==> src/rtl/multi_button_debouncer.sv <==
// N-channel active-low push-button debouncer: debounced level, press/release pulses,
// short/long press classification, and auto-repeat when AUTOREPEAT_EN is defined.
module multi_button_debouncer #(
  parameter int N_BUTTONS     = 4,
  parameter int DEB_CYCLES    = 20,
  parameter int HOLD_CYCLES   = 4096,
  parameter int REPEAT_CYCLES = 500
) (
  input  logic                 i_Clk,
  input  logic                 i_Reset,
  input  logic [N_BUTTONS-1:0] i_Button,
  output logic [N_BUTTONS-1:0] o_ButtonDeb,
  output logic [N_BUTTONS-1:0] o_ButtonDown,
  output logic [N_BUTTONS-1:0] o_ButtonUp,
  output logic [N_BUTTONS-1:0] o_Short,
  output logic [N_BUTTONS-1:0] o_Long,
  output logic [N_BUTTONS-1:0] o_Held,
  output logic [N_BUTTONS-1:0] o_Repeat,
  output logic                 o_AnyDown
);

  localparam int DEB_W  = $clog2(DEB_CYCLES + 1);
  localparam int HOLD_W = $clog2(HOLD_CYCLES + 1);
  localparam logic [DEB_W-1:0]  DEB_LAST = DEB_W'(DEB_CYCLES - 1);
  localparam logic [HOLD_W-1:0] HOLD_MAX = HOLD_W'(HOLD_CYCLES);
`ifdef AUTOREPEAT_EN
  localparam int REP_W = $clog2(REPEAT_CYCLES + 1);
  localparam logic [REP_W-1:0] REP_LAST = REP_W'(REPEAT_CYCLES - 1);
`endif

  typedef enum logic [1:0] {ST_IDLE, ST_PRESSED, ST_HELD} btn_state_e;

  genvar gi;
  generate
    for (gi = 0; gi < N_BUTTONS; gi++) begin : g_chan
      logic              sync1_q, sync1_d, sync2_q, sync2_d;
      logic              deb_q, deb_d;
      logic [DEB_W-1:0]  deb_cnt_q, deb_cnt_d;
      logic [HOLD_W-1:0] hold_cnt_q, hold_cnt_d;
      btn_state_e        state_q, state_d;
      logic              down_q, down_d, up_q, up_d;
      logic              short_q, short_d, long_q, long_d;
      logic              press_w, rel_w;

      always_comb begin
        sync1_d   = i_Button[gi];
        sync2_d   = sync1_q;
        deb_d     = deb_q;
        deb_cnt_d = deb_cnt_q + DEB_W'(1);
        if (sync2_q == deb_q) begin
          deb_cnt_d = '0;
        end else if (deb_cnt_q == DEB_LAST) begin
          deb_d     = sync2_q;
          deb_cnt_d = '0;
        end
        press_w = deb_q & ~deb_d;
        rel_w   = ~deb_q & deb_d;

        // Counts cycles spent pressed, starting at 0 in the press-pulse cycle.
        hold_cnt_d = hold_cnt_q;
        if (deb_q || deb_d) begin
          hold_cnt_d = '0;
        end else if (hold_cnt_q != HOLD_MAX) begin
          hold_cnt_d = hold_cnt_q + HOLD_W'(1);
        end

        state_d = state_q;
        long_d  = 1'b0;
        case (state_q)
          ST_IDLE: begin
            if (press_w) state_d = ST_PRESSED;
          end
          ST_PRESSED: begin
            // A release on the threshold edge takes priority over the long press.
            if (rel_w) begin
              state_d = ST_IDLE;
            end else if (hold_cnt_d == HOLD_MAX) begin
              state_d = ST_HELD;
              long_d  = 1'b1;
            end
          end
          ST_HELD: begin
            if (rel_w) state_d = ST_IDLE;
          end
          default: state_d = ST_IDLE;
        endcase

        down_d  = press_w;
        up_d    = rel_w;
        short_d = rel_w && (state_q != ST_HELD);
      end

      always_ff @(posedge i_Clk or negedge i_Reset) begin
        if (!i_Reset) begin
          sync1_q    <= 1'b1;
          sync2_q    <= 1'b1;
          deb_q      <= 1'b1;
          deb_cnt_q  <= '0;
          hold_cnt_q <= '0;
          state_q    <= ST_IDLE;
          down_q     <= 1'b0;
          up_q       <= 1'b0;
          short_q    <= 1'b0;
          long_q     <= 1'b0;
        end else begin
          sync1_q    <= sync1_d;
          sync2_q    <= sync2_d;
          deb_q      <= deb_d;
          deb_cnt_q  <= deb_cnt_d;
          hold_cnt_q <= hold_cnt_d;
          state_q    <= state_d;
          down_q     <= down_d;
          up_q       <= up_d;
          short_q    <= short_d;
          long_q     <= long_d;
        end
      end

      assign o_ButtonDeb[gi]  = deb_q;
      assign o_ButtonDown[gi] = down_q;
      assign o_ButtonUp[gi]   = up_q;
      assign o_Short[gi]      = short_q;
      assign o_Long[gi]       = long_q;
      assign o_Held[gi]       = (state_q == ST_HELD);

`ifdef AUTOREPEAT_EN
      logic [REP_W-1:0] rep_cnt_q, rep_cnt_d;
      logic             rep_q, rep_d;

      // Counter phase is zero in the o_Long cycle, so the first pulse lands REPEAT_CYCLES later.
      always_comb begin
        rep_cnt_d = '0;
        rep_d     = 1'b0;
        if (state_q == ST_HELD && !rel_w) begin
          if (rep_cnt_q == REP_LAST) begin
            rep_d = 1'b1;
          end else begin
            rep_cnt_d = rep_cnt_q + REP_W'(1);
          end
        end
      end

      always_ff @(posedge i_Clk or negedge i_Reset) begin
        if (!i_Reset) begin
          rep_cnt_q <= '0;
          rep_q     <= 1'b0;
        end else begin
          rep_cnt_q <= rep_cnt_d;
          rep_q     <= rep_d;
        end
      end

      assign o_Repeat[gi] = rep_q;
`else
      assign o_Repeat[gi] = 1'b0 & (REPEAT_CYCLES > 0);
`endif
    end
  endgenerate

  assign o_AnyDown = |o_ButtonDown;

endmodule
==> config.mk <==
export PLATFORM = sky130hd
export DESIGN_NAME = multi_button_debouncer
export DESIGN_NICKNAME = d
export VERILOG_FILES = /design/src/rtl/multi_button_debouncer.sv
export SDC_FILE = /design/constraint.sdc
export NUM_CORES = 1
export LEC_CHECK = 0
export CORE_ASPECT_RATIO = 1.2
export CORE_MARGIN = 2
export CORE_UTILIZATION = 56
export CTS_BUF_LIST = sky130_fd_sc_hd__clkbuf_4 sky130_fd_sc_hd__clkbuf_8
export CTS_CLUSTER_SIZE = 14
export DETAILED_ROUTE_END_ITERATION = 8
export PLACE_DENSITY = 0.9
export SLEW_MARGIN = 30
export SYNTH_ARGS = -nofsm -noshare
export SYNTH_HDL_FRONTEND = slang
export SYNTH_SLANG_ARGS = --single-unit
==> constraint.sdc <==
create_clock -name i_Clk -period 2.3 [get_ports i_Clk]
set_clock_uncertainty 0.2 [all_clocks]
set_input_delay 0.575 -clock i_Clk [delete_from_list [all_inputs] [get_ports i_Clk]]
set_output_delay 0.575 -clock i_Clk [all_outputs]
set_load 0.01 [all_outputs]
==> results by group <==
Detailed routing
  – DR vias/cell: 5.80
  – Final wirelength: 12400 um
  – Iteration-0 DRC Markers: 242
  – ANT nets after route: 0
  – Routed len/inst: 15.3 um
  – DRT Pass-1 Iters: 5
  – Total number of vias: 4684
  – DRC Markers: 0

Place
  – DPL Wire Length: 8300 um
  – GPL Wtd Cong: 0.923
  – Post-placement cell count: 776
  – Pre-CTS setup slack: -0.109 ns
  – IO buf count: 30

Pwr
  – NetSw: 0.935 mW
  – Clock power share: 36.7%
  – P_leak: 3.06 nW
  – Power Internal: 2.88 mW
  – Total power: 3.81 mW
  – Power Density: 551 nW/um^2
  – Reg power frac: 55.0%
  – Sw Ratio: 24.5%
  – Max IR drop VDD: 0.000312 V
  – Logic pwr share: 8.3%

Global route
  – Vias in the first global route: 4601
  – Overall Global Routing Usage: 22.1%
  – GRT overflow: 0
  – Largest net degree at the start of global routing: 56
  – Antenna violations before repair: 0
  – First-pass GRT wire length: 20200 um

Synth
  – Compound-Gate Fraction of Synth Area: 7.27%
  – Post-Synth Simple-Gate Area: 26.0%
  – Cells after synthesis: 610
  – Async S/R FF share, synth: 100%
  – Synth Flop Type: dfrtp_1
  – Post-synth EDFFs: 0
  – Mux contribution to synthesized area: 1.04%
  – Synth warn: 0
  – Largest family of logic cells by synthesized area: simple AND/OR/NAND/NOR gates
  – Library cells used by synthesis: 62
  – Synth Area in Adders: 2.77%
  – Register area share after synthesis: 47.0%
  – Avg Inst Size Synth: 9.48 sq um
  – Flops & latches, synth: 108
  – Mapped Area: 5790 sq um
  – Xor-xnor portion of the synthesized cell area: 9.23%

Run status
  – Failing checks: negative setup slack
  – Outcome: finished with violations

Floorplan
  – Core ar.: 10100 sq um
  – Die Wd: 96.8 um
  – Initial core utilization: 57.5%
  – Die area: 11200 sq um
  – # IOs: 35
  – Die H: 115 um
  – # rows: 40

Setup path
  – Crit start category: flip-flop
  – Crit path arrival time: 2.53 ns
  – Crit path kind: reg -> reg
  – Crit-path max FO: 4
  – Worst EP required: 2.40 ns
  – Crit path capture type: flip-flop

Timing
  – Final Hold Viols: 0
  – Final setup viols: 3
  – RSZ-0062 raised after global routing: true
  – Worst slew margin: 64.4%
  – Tcrit/Tclk final: 106%
  – Top achievable clock speed: 412 MHz
  – Slew @ Worst Pin: 0.529 ns
  – Shortest period the worst path allows: 2.43 ns
  – Max Slew Vio Count: 0
  – Final setup margin: -0.129 ns

Clock tree
  – H-Tree Depth: 3
  – CTS tree: built
  – TritonCTS Buffers: 9
  – Clock Root Buffer: clkbuf_8
  – Clock slew at reported path FFs: 0.10 ns
  – Clock latency on the worst-skew pair: 0.39 ns
  – CTS max path bufs: 2
  – Clk sink count: 108

Final layout
  – Synth-to-layout area growth: 19.7%
  – Fill cells: 738
  – Post-layout nets: 695
  – Commonest non-fill, non-tap cell in the layout: nor2_1
  – Core Util, Final: 68.8%
  – Final Non-Filler Cells: 808
  – Final antenna diode count: 0
  – Reg area: 2730 sq um
  – Most frequent cells in the layout: nor2_1, dfrtp_1, buf_4
  – Multi-input gate area: 2880 sq um
  – Share of layout cells above drive strength 1: 20.1%

Job
  – MaxCap Viol Count: 0

Worst hold path
  – Hold Path Class: reg -> reg
state kept, by name, indices dropped and copies added (netlist names):
register           cells
g_chan.deb_q           4
g_chan.hold_cnt_q     52
g_chan.sync1_q         4
g_chan.down_q          4
g_chan.long_q          4
g_chan.state_q         8
g_chan.up_q            4
g_chan.deb_cnt_q      20
g_chan.short_q         4
g_chan.sync2_q         4
critical path, stage by stage (launching register included):
cell and delay (ns):
dfrtp_2 0.45, ha_4 0.18, a211o_1 0.25, a211o_1 0.29, a221o_1 0.31, or4_1 0.42, nor4b_2 0.25
cells in the mapped netlist (2+ instances only):
cell | instances | share of area, %
nor2_1 | 97 | 6.3
dfrtp_1 | 96 | 42
xnor2_1 | 36 | 5.4
nand2_1 | 35 | 2.3
inv_1 | 32 | 2.1
buf_4 | 25 | 3.2
xor2_1 | 25 | 3.8
nand3_1 | 23 | 2.0
nand4_1 | 21 | 2.3
a21oi_1 | 18 | 1.6
o21ai_0 | 18 | 1.6
nor3_1 | 17 | 1.5
dfstp_2 | 12 | 5.4
ha_1 | 12 | 2.6
nor2b_1 | 11 | 1.2
nand2b_1 | 10 | 1.1
nor3b_1 | 9 | 1.2
nor4_1 | 9 | 0.97
clkbuf_1 | 8 | 0.52
and4_1 | 6 | 0.91
buf_2 | 6 | 0.52
mux2i_1 | 6 | 1.0
or3_1 | 6 | 0.65
and2_1 | 5 | 0.54
and3_1 | 5 | 0.54
nand3b_1 | 5 | 0.65
nor4b_1 | 4 | 0.61
o31ai_1 | 4 | 0.52
or4_1 | 4 | 0.52
a22o_1 | 3 | 0.45
a31oi_1 | 3 | 0.32
nor4bb_1 | 3 | 0.52
or3b_2 | 3 | 0.45
a211o_1 | 2 | 0.30
a221oi_1 | 2 | 0.30
nand4b_1 | 2 | 0.30
o31a_1 | 2 | 0.30
layer usage:
layer	up-vias	part of all wire, %	global-route usage (%)	wire length [um]
met3	44	3.9	3.83	489
met5	-	0	0	0
li1	2204	-	-	-
met4	0	4.0	12.6	498
met2	121	51	38.4	6310
met1	2315	41	26.0	5100
timing repair:
item / CTS / global route
hold endpoints to repair: 23 / 0
buffers inserted: 5 / 10
hold buffers: 1 / 0
pin swaps: 3 / 16
setup endpoints to repair: 15 / 15
gates resized for setup: 22 / 28
layout make-up:
type	instances	area share, %
inverter	32	1.73
tap	126	2.28
clock inverter	4	1.43
clock buffer	12	2.11
sequential	108	39.3
multi-input combinational	431	41.6
timing repair buffer	95	11.5
power by group through the flow:
| stage | clock [mW] | sequential [mW] | combinational [mW] |
|---|---|---|---|
| 2_1_floorplan | 0 | 2.08 | 0.214 |
| 3_3_place_gp | 0 | 2.12 | 0.291 |
| 3_5_place_dp | 0 | 2.12 | 0.304 |
| 4_1_cts | 1.42 | 2.09 | 0.309 |
| 5_1_grt | 1.50 | 2.11 | 0.360 |
| 6_report | 1.40 | 2.10 | 0.318 |
logic make-up (layout without fill, tap and decap cells):
| group | Yosys count | after routing |
|---|---|---|
| AOI/OAI and AO/OA | 65 | 65 |
| xor gates and xnor gates | 61 | 61 |
| adders and majority gates | 13 | 13 |
| buffers and inverters | 74 | 143 |
| DFF | 108 | 108 |
| muxes | 6 | 6 |
| other | 1 | 4 |
| and+or+nand+nor | 282 | 282 |
worst paths after layout:
path | end | startpoint | slack, ns | cells past startpoint
min reg2reg | g_chan[2].sync2_q | g_chan[2].sync1_q | 0.16 | 0
min in group asynchronous | g_chan[2].hold_cnt_q[5] | i_Reset | 0.44 | 2
max in group asynchronous | g_chan[3].deb_q | i_Reset | 0.80 | 3
max | g_chan[0].long_q | g_chan[0].hold_cnt_q[0] | -0.13 | 6
min | g_chan[2].sync2_q | g_chan[2].sync1_q | 0.16 | 0
max reg2reg | g_chan[0].long_q | g_chan[0].hold_cnt_q[0] | -0.13 | 6
per-stage QoR:
step	setup TNS [ns]	area [sq um]	hold slack (ns)
final	-0.237	6930	0.157
after global routing	-1.01	6930	0.164
after CTS	-0.138	6720	0.159
after detailed placement	-0.178	6400	0.148
after global placement	-0.0804	6400	0.147
after floorplan	-0.0620	5820	0.0794
Power figures use the tool's default switching activity.
